## config.mk

```make
export PLATFORM = sky130hd
export DESIGN_NAME = sara_err_recover
export DESIGN_NICKNAME = d
export VERILOG_FILES = /design/src/rtl/sara_err_recover.sv
export SDC_FILE = /design/constraint.sdc
export NUM_CORES = 1
export LEC_CHECK = 0
export CAP_MARGIN = 30
export CORE_UTILIZATION = 56
export DETAILED_ROUTE_END_ITERATION = 8
export GPL_TIMING_DRIVEN = 1
export PLACE_DENSITY_LB_ADDON = 0.12
export SYNTH_ARGS = -nofsm -noshare
export SYNTH_HDL_FRONTEND = slang
export SYNTH_SLANG_ARGS = --single-unit
export TNS_END_PERCENT = 10
```

## constraint.sdc

```tcl
create_clock -name clk -period 14 [get_ports clk]
set_input_delay 2.8 -clock clk [delete_from_list [all_inputs] [get_ports clk]]
set_output_delay 2.8 -clock clk [all_outputs]
set_load 0.1 [all_outputs]
```

## src/rtl/sara_err_recover.sv

```systemverilog
// sara_err_recover -- carry-speculative adder with error detection and
// optional one-cycle exact-sum recovery.
//
// The operands are split into SIZE/GROUP_SIZE groups. Each group's carry-out
// is either exact (select[k]=1) or predicted from the group's top operand bits
// (select[k]=0). The speculative sum ripples these predicted carries between
// groups. A mispredicted group is reported in err_groups and counted in
// err_count.
//
// Build option: define SARA_ERR_RECOVERY_EN to add the FIX state. A
// mispredicted transaction is then redelivered with the exact sum, one cycle
// later. Without the macro the speculative result is always delivered, and
// the error reporting is still active.
//
// Ports:
//   clk, rst            clock (rising edge), asynchronous active-high reset
//   in_valid/in_ready   operand handshake (a, b, cin, select)
//   out_valid/out_ready result handshake (sum, cout, err_flag, err_groups)
//   err_count           saturating count of mispredicted transactions
module sara_err_recover #(
  parameter int SIZE       = 32,
  parameter int GROUP_SIZE = 4
) (
  input  logic                       clk,
  input  logic                       rst,
  input  logic                       in_valid,
  output logic                       in_ready,
  input  logic [SIZE-1:0]            a,
  input  logic [SIZE-1:0]            b,
  input  logic                       cin,
  input  logic [SIZE/GROUP_SIZE-1:0] select,
  output logic                       out_valid,
  input  logic                       out_ready,
  output logic [SIZE-1:0]            sum,
  output logic                       cout,
  output logic                       err_flag,
  output logic [SIZE/GROUP_SIZE-1:0] err_groups,
  output logic [15:0]                err_count
);

  localparam int N  = SIZE / GROUP_SIZE;
  localparam int GW = GROUP_SIZE + 1;

`ifdef SARA_ERR_RECOVERY_EN
  typedef enum logic [1:0] {IDLE, SPEC, FIX, HOLD} state_t;
`else
  typedef enum logic [1:0] {IDLE, SPEC, HOLD} state_t;
`endif

  state_t state, state_next;

  logic [SIZE-1:0] a_q, b_q;
  logic            cin_q;
  logic [N-1:0]    select_q;
  logic            accept;

  logic [N-1:0]    exact_c, spec_c, err_vec;
  logic [SIZE-1:0] spec_sum;
  logic [15:0]     err_cnt_q;

  assign accept = in_valid && (state == IDLE);

  // Operand capture; later input changes do not affect the transaction.
  always_ff @(posedge clk or posedge rst) begin
    if (rst) begin
      a_q      <= '0;
      b_q      <= '0;
      cin_q    <= 1'b0;
      select_q <= '0;
    end else if (accept) begin
      a_q      <= a;
      b_q      <= b;
      cin_q    <= cin;
      select_q <= select;
    end
  end

  // Two carry chains: the exact chain ripples true group carries, and the
  // speculative chain ripples the selected or predicted carry of each group.
  always_comb begin
    logic c_ex, c_sp;
    exact_c  = '0;
    spec_c   = '0;
    spec_sum = '0;
    c_ex     = cin_q;
    c_sp     = cin_q;
    for (int unsigned k = 0; k < N; k++) begin
      c_ex = 1'((GW'(a_q[k*GROUP_SIZE +: GROUP_SIZE]) +
                 GW'(b_q[k*GROUP_SIZE +: GROUP_SIZE]) + GW'(c_ex)) >> GROUP_SIZE);
      exact_c[k] = c_ex;
      spec_sum[k*GROUP_SIZE +: GROUP_SIZE] = a_q[k*GROUP_SIZE +: GROUP_SIZE] +
                                             b_q[k*GROUP_SIZE +: GROUP_SIZE] +
                                             GROUP_SIZE'(c_sp);
      spec_c[k] = select_q[k] ? c_ex
                              : (a_q[k*GROUP_SIZE+GROUP_SIZE-1] & b_q[k*GROUP_SIZE+GROUP_SIZE-1]);
      c_sp = spec_c[k];
    end
  end

  assign err_vec = spec_c ^ exact_c;

`ifdef SARA_ERR_RECOVERY_EN
  localparam int SW = SIZE + 1;
  logic [SIZE:0] exact_full;
  assign exact_full = {1'b0, a_q} + {1'b0, b_q} + SW'(cin_q);
`endif

  // State register
  always_ff @(posedge clk or posedge rst) begin
    if (rst) state <= IDLE;
    else     state <= state_next;
  end

  // Next-state logic
  always_comb begin
    state_next = state;
    case (state)
      IDLE: if (in_valid) state_next = SPEC;
`ifdef SARA_ERR_RECOVERY_EN
      SPEC: state_next = (|err_vec) ? FIX : HOLD;
      FIX:  state_next = HOLD;
`else
      SPEC: state_next = HOLD;
`endif
      HOLD: if (out_ready) state_next = IDLE;
      default: state_next = IDLE;
    endcase
  end

  // Handshake outputs
  always_comb begin
    in_ready  = (state == IDLE);
    out_valid = (state == HOLD);
  end

  // Result registers are written only in SPEC/FIX, so they stay frozen
  // throughout HOLD. In a recovering build a mispredicted SPEC cycle loads
  // the speculative value first, and FIX then overwrites sum and cout before
  // out_valid rises.
  always_ff @(posedge clk or posedge rst) begin
    if (rst) begin
      sum        <= '0;
      cout       <= 1'b0;
      err_flag   <= 1'b0;
      err_groups <= '0;
      err_cnt_q  <= '0;
    end else begin
      if (state == SPEC) begin
        sum        <= spec_sum;
        cout       <= spec_c[N-1];
        err_flag   <= |err_vec;
        err_groups <= err_vec;
        if ((|err_vec) && (err_cnt_q != '1)) err_cnt_q <= err_cnt_q + 16'd1;
      end
`ifdef SARA_ERR_RECOVERY_EN
      if (state == FIX) begin
        sum  <= exact_full[SIZE-1:0];
        cout <= exact_full[SIZE];
      end
`endif
    end
  end

  assign err_count = err_cnt_q;

endmodule

```

==> Implementation_results.wiki <==
{| class="wikitable"
! Metric !! Value
|-
| Result of the run || complete, no violations
|-
| Number of cells produced by synthesis || 560
|-
| Fraction of registers with async set or reset after synthesis || 100%
|-
| Minimum period implied by the final worst setup slack || 4.95 ns
|-
| Insertion delay of the later-clocked pin in the worst-skew pair || 0.40 ns
|-
| Fmax || 0.202 GHz
|-
| Clk_skew || 0.0112 ns
|-
| Diode count || 0
|-
| Total Negative Setup Slacks || 0 ns
|-
| Worst stage delay on the critical path || 1.12 ns
|-
| Antenna violations before repair || 0
|-
| Detail-routed net length per standard cell || 16.6 um
|-
| Pin count of the biggest net entering global routing || 78
|-
| Yosys warnings || 0
|-
| Post-synthesis instance area || 0.00656 mm^2
|-
| Count of standard-cell rows || 39
|-
| Layout fillers || 798
|-
| Routed WL || 14.2 mm
|-
| Number of DRC violations after detailed routing || 0
|-
| Count of clock tree sinks || 133
|-
| Wire length of the first global-routing pass || 23.0 mm
|-
| Post-synth EDFFs || 0
|-
| Class of the worst hold path || reg2reg
|-
| Mean instance size in the synthesized netlist || 11.7 um^2
|-
| Number of vias per cell after detailed routing || 5.56
|-
| Crit Path Category || reg2out
|-
| Synthesis-stage register bit count || 133
|-
| Max-cap viol count || 0
|-
| Clock transition time at the flip-flop clock pins of the worst setup and hold paths || 0.05 ns
|-
| Final setup violation count || 0
|-
| Post-layout nets || 823
|-
| Via total after detailed routing || 4745
|-
| Worst-case clock buffer depth || 2
|-
| Chip height || 110 um
|-
| CP max FO || 4
|-
| Total grt overflow || 0
|-
| Post-synth cell types || 51
|-
| Setup repair after global routing missed its margin || false
|-
| Register area share after synthesis || 50.8%
|-
| Area of the core || 0.0114 mm^2
|-
| Number of nets produced by synthesis || 685
|-
| Nature of the critical path endpoint || output port
|-
| Relative slew slack || 30.9%
|-
| Crit path max-delay cell type || clkdlybuf4s50_1
|-
| Data arrival at the endpoint of the critical path || 2.15 ns
|-
| Detailed placement HPWL || 10.1 mm
|-
| Final Slew Violations || 0
|-
| Launching element type of the critical path || flop
|-
| Worst Path Required || 11.20 ns
|-
| Vias in the first global route || 4801
|-
| TritonCTS buffer count || 17
|-
| TritonCTS clock tree || yes
|-
| Pin slew with the least headroom to its limit || 1.03 ns
|-
| Post-route clock period utilization || 35.4%
|-
| Residual antenna-violating net count after detailed routing || 0
|-
| Global router's overall resource usage || 25.4%
|-
| Post-CTS resize count || 0
|-
| Post-CTS Hold Buffers || 0
|-
| Share of post-route cells with drive strength above 1 || 16.6%
|-
| Root Buffer || clkbuf_16
|-
| Die area || 0.0121 mm^2
|-
| Initial drt markers || 215
|-
| Critical path, cell by cell || nand2b_1 > inv_1 > clkdlybuf4s50_1
|-
| Initial core utilization || 57.4%
|-
| Post-CTS Setup Repair Bufs || 0
|-
| Number of levels the H-tree was split into || 4
|-
| Die Width || 110 um
|-
| Port bufs || 136
|-
| IO Pins || 137
|-
| GP Congestion || 0.779
|-
| First drt pass iteration count || 4
|-
| Prevailing post-synth register cell || dfrtp_1
|-
| Final hold violation count || 0
|-
| Growth of design area from synthesis to finish || 31.3%
|}
[cell usage after synthesis, types with 3 or more instances]
| cell type | number | share of area, % |
|---|---|---|
| dfrtp_1 | 133 | 51 |
| nand2_1 | 94 | 5.4 |
| mux2_2 | 71 | 12 |
| o21ai_0 | 36 | 2.7 |
| ha_1 | 32 | 6.1 |
| xnor2_1 | 23 | 3.1 |
| a21oi_1 | 19 | 1.5 |
| fa_1 | 16 | 4.9 |
| clkbuf_1 | 12 | 0.69 |
| nor2_1 | 12 | 0.69 |
| inv_1 | 10 | 0.57 |
| nand3_1 | 10 | 0.76 |
| a21o_1 | 9 | 1.0 |
| nand4_1 | 9 | 0.86 |
| xor2_1 | 8 | 1.1 |
| buf_1 | 6 | 0.34 |
| a211oi_1 | 4 | 0.46 |
| a21oi_2 | 4 | 0.53 |
| and3_1 | 4 | 0.38 |
| nand2b_1 | 4 | 0.38 |
| nor2b_1 | 3 | 0.29 |
| nor3_1 | 3 | 0.23 |
| o21a_1 | 3 | 0.34 |
[path summary, 6_finish.rpt]
kind | startpoint | to | slack [ns] | depth (start not counted)
min in group asynchronous | rst | sum[9] | 2.84 | 2
max | state[0] | out_valid | 9.05 | 3
max reg2reg | a_q[0] | sum[22] | 10.40 | 14
min reg2reg | err_groups[5] | err_groups[5] | 0.48 | 2
max in group asynchronous | rst | sum[27] | 9.89 | 3
min | err_groups[5] | err_groups[5] | 0.48 | 2
[registers in the layout, indices dropped and copies added (netlist names)]
name        cells
a_q            32
b_q            32
sum            32
err_count      16
err_groups      8
select_q        8
state           2
cin_q           1
cout            1
err_flag        1
[area by class of cell]
class / count / area, um^2 / share of cell area (%)
clock buffers: 26 / 479 / 5.57
clock inverters: 5 / 50.0 / 0.581
inverters: 10 / 42.5 / 0.494
multi-input cells: 396 / 3110 / 36.1
flip-flops and latches: 133 / 3330 / 38.7
well taps: 143 / 179 / 2.08
repair buffers: 140 / 1420 / 16.5
[cells by family (layout without fill, tap and decap cells)]
logic type	Yosys count	in the layout	share of synthesized area, %
AO/OA/AOI/OAI	100	100	10.0
multiplexers	71	71	12.2
adder cells (fa/ha/maj)	48	48	11.0
AND/OR/NAND/NOR	146	146	9.96
buffers and inverters	31	181	1.93
XOR/XNOR	31	31	4.14
flip-flops	133	133	50.8
[per-layer routing]
metal,wire [um],track usage (%),up-vias
met5,0,0,-
met3,708,6.06,10
li1,-,-,2241
met4,167,9.02,0
met2,7380,43.5,131
met1,5950,31.6,2363
[worst max-delay path: cells and delay by family (launching register included)]
kind | cells | cell delay (ns)
simple gates | 1 | 0.17
flops | 1 | 0.41
buf+inv | 2 | 1.17
[cells in the final DEF, fill, tap and decap left out, types with 4 or more instances in the layout]
cell             count
and3_1               4
dfrtp_1            133
a21oi_1             19
clkbuf_1             7
ha_1                32
nand3_1             10
clkinv_2             4
nand2_1             94
inv_1                9
a21oi_2              4
xor2_1               8
a211oi_1             4
xnor2_1             23
fa_1                16
a21o_1               9
nor2_1              12
mux2_2              71
nand4_1              9
clkdlybuf4s50_1    136
o21ai_0             36
clkbuf_16           17
[stage by stage]
step / utilization, % / hold WS, ns / cell area, um^2 / cells / setup slack [ns]
floorplan: - / 0.470 / 6560 / 560 / 7.65
global placement: 70.4 / 0.457 / 8040 / 820 / 9.40
detailed placement: 70.5 / 0.467 / 8050 / 821 / 9.34
CTS: 75.1 / 0.480 / 8580 / 852 / 9.03
global route: 75.4 / 0.503 / 8610 / 853 / 8.98
finish: 75.4 / 0.477 / 8610 / 853 / 9.05
Power is left out: the tool's default activity adds up to more than one toggle a clock period on the data nets, which glitch-free logic cannot reach.
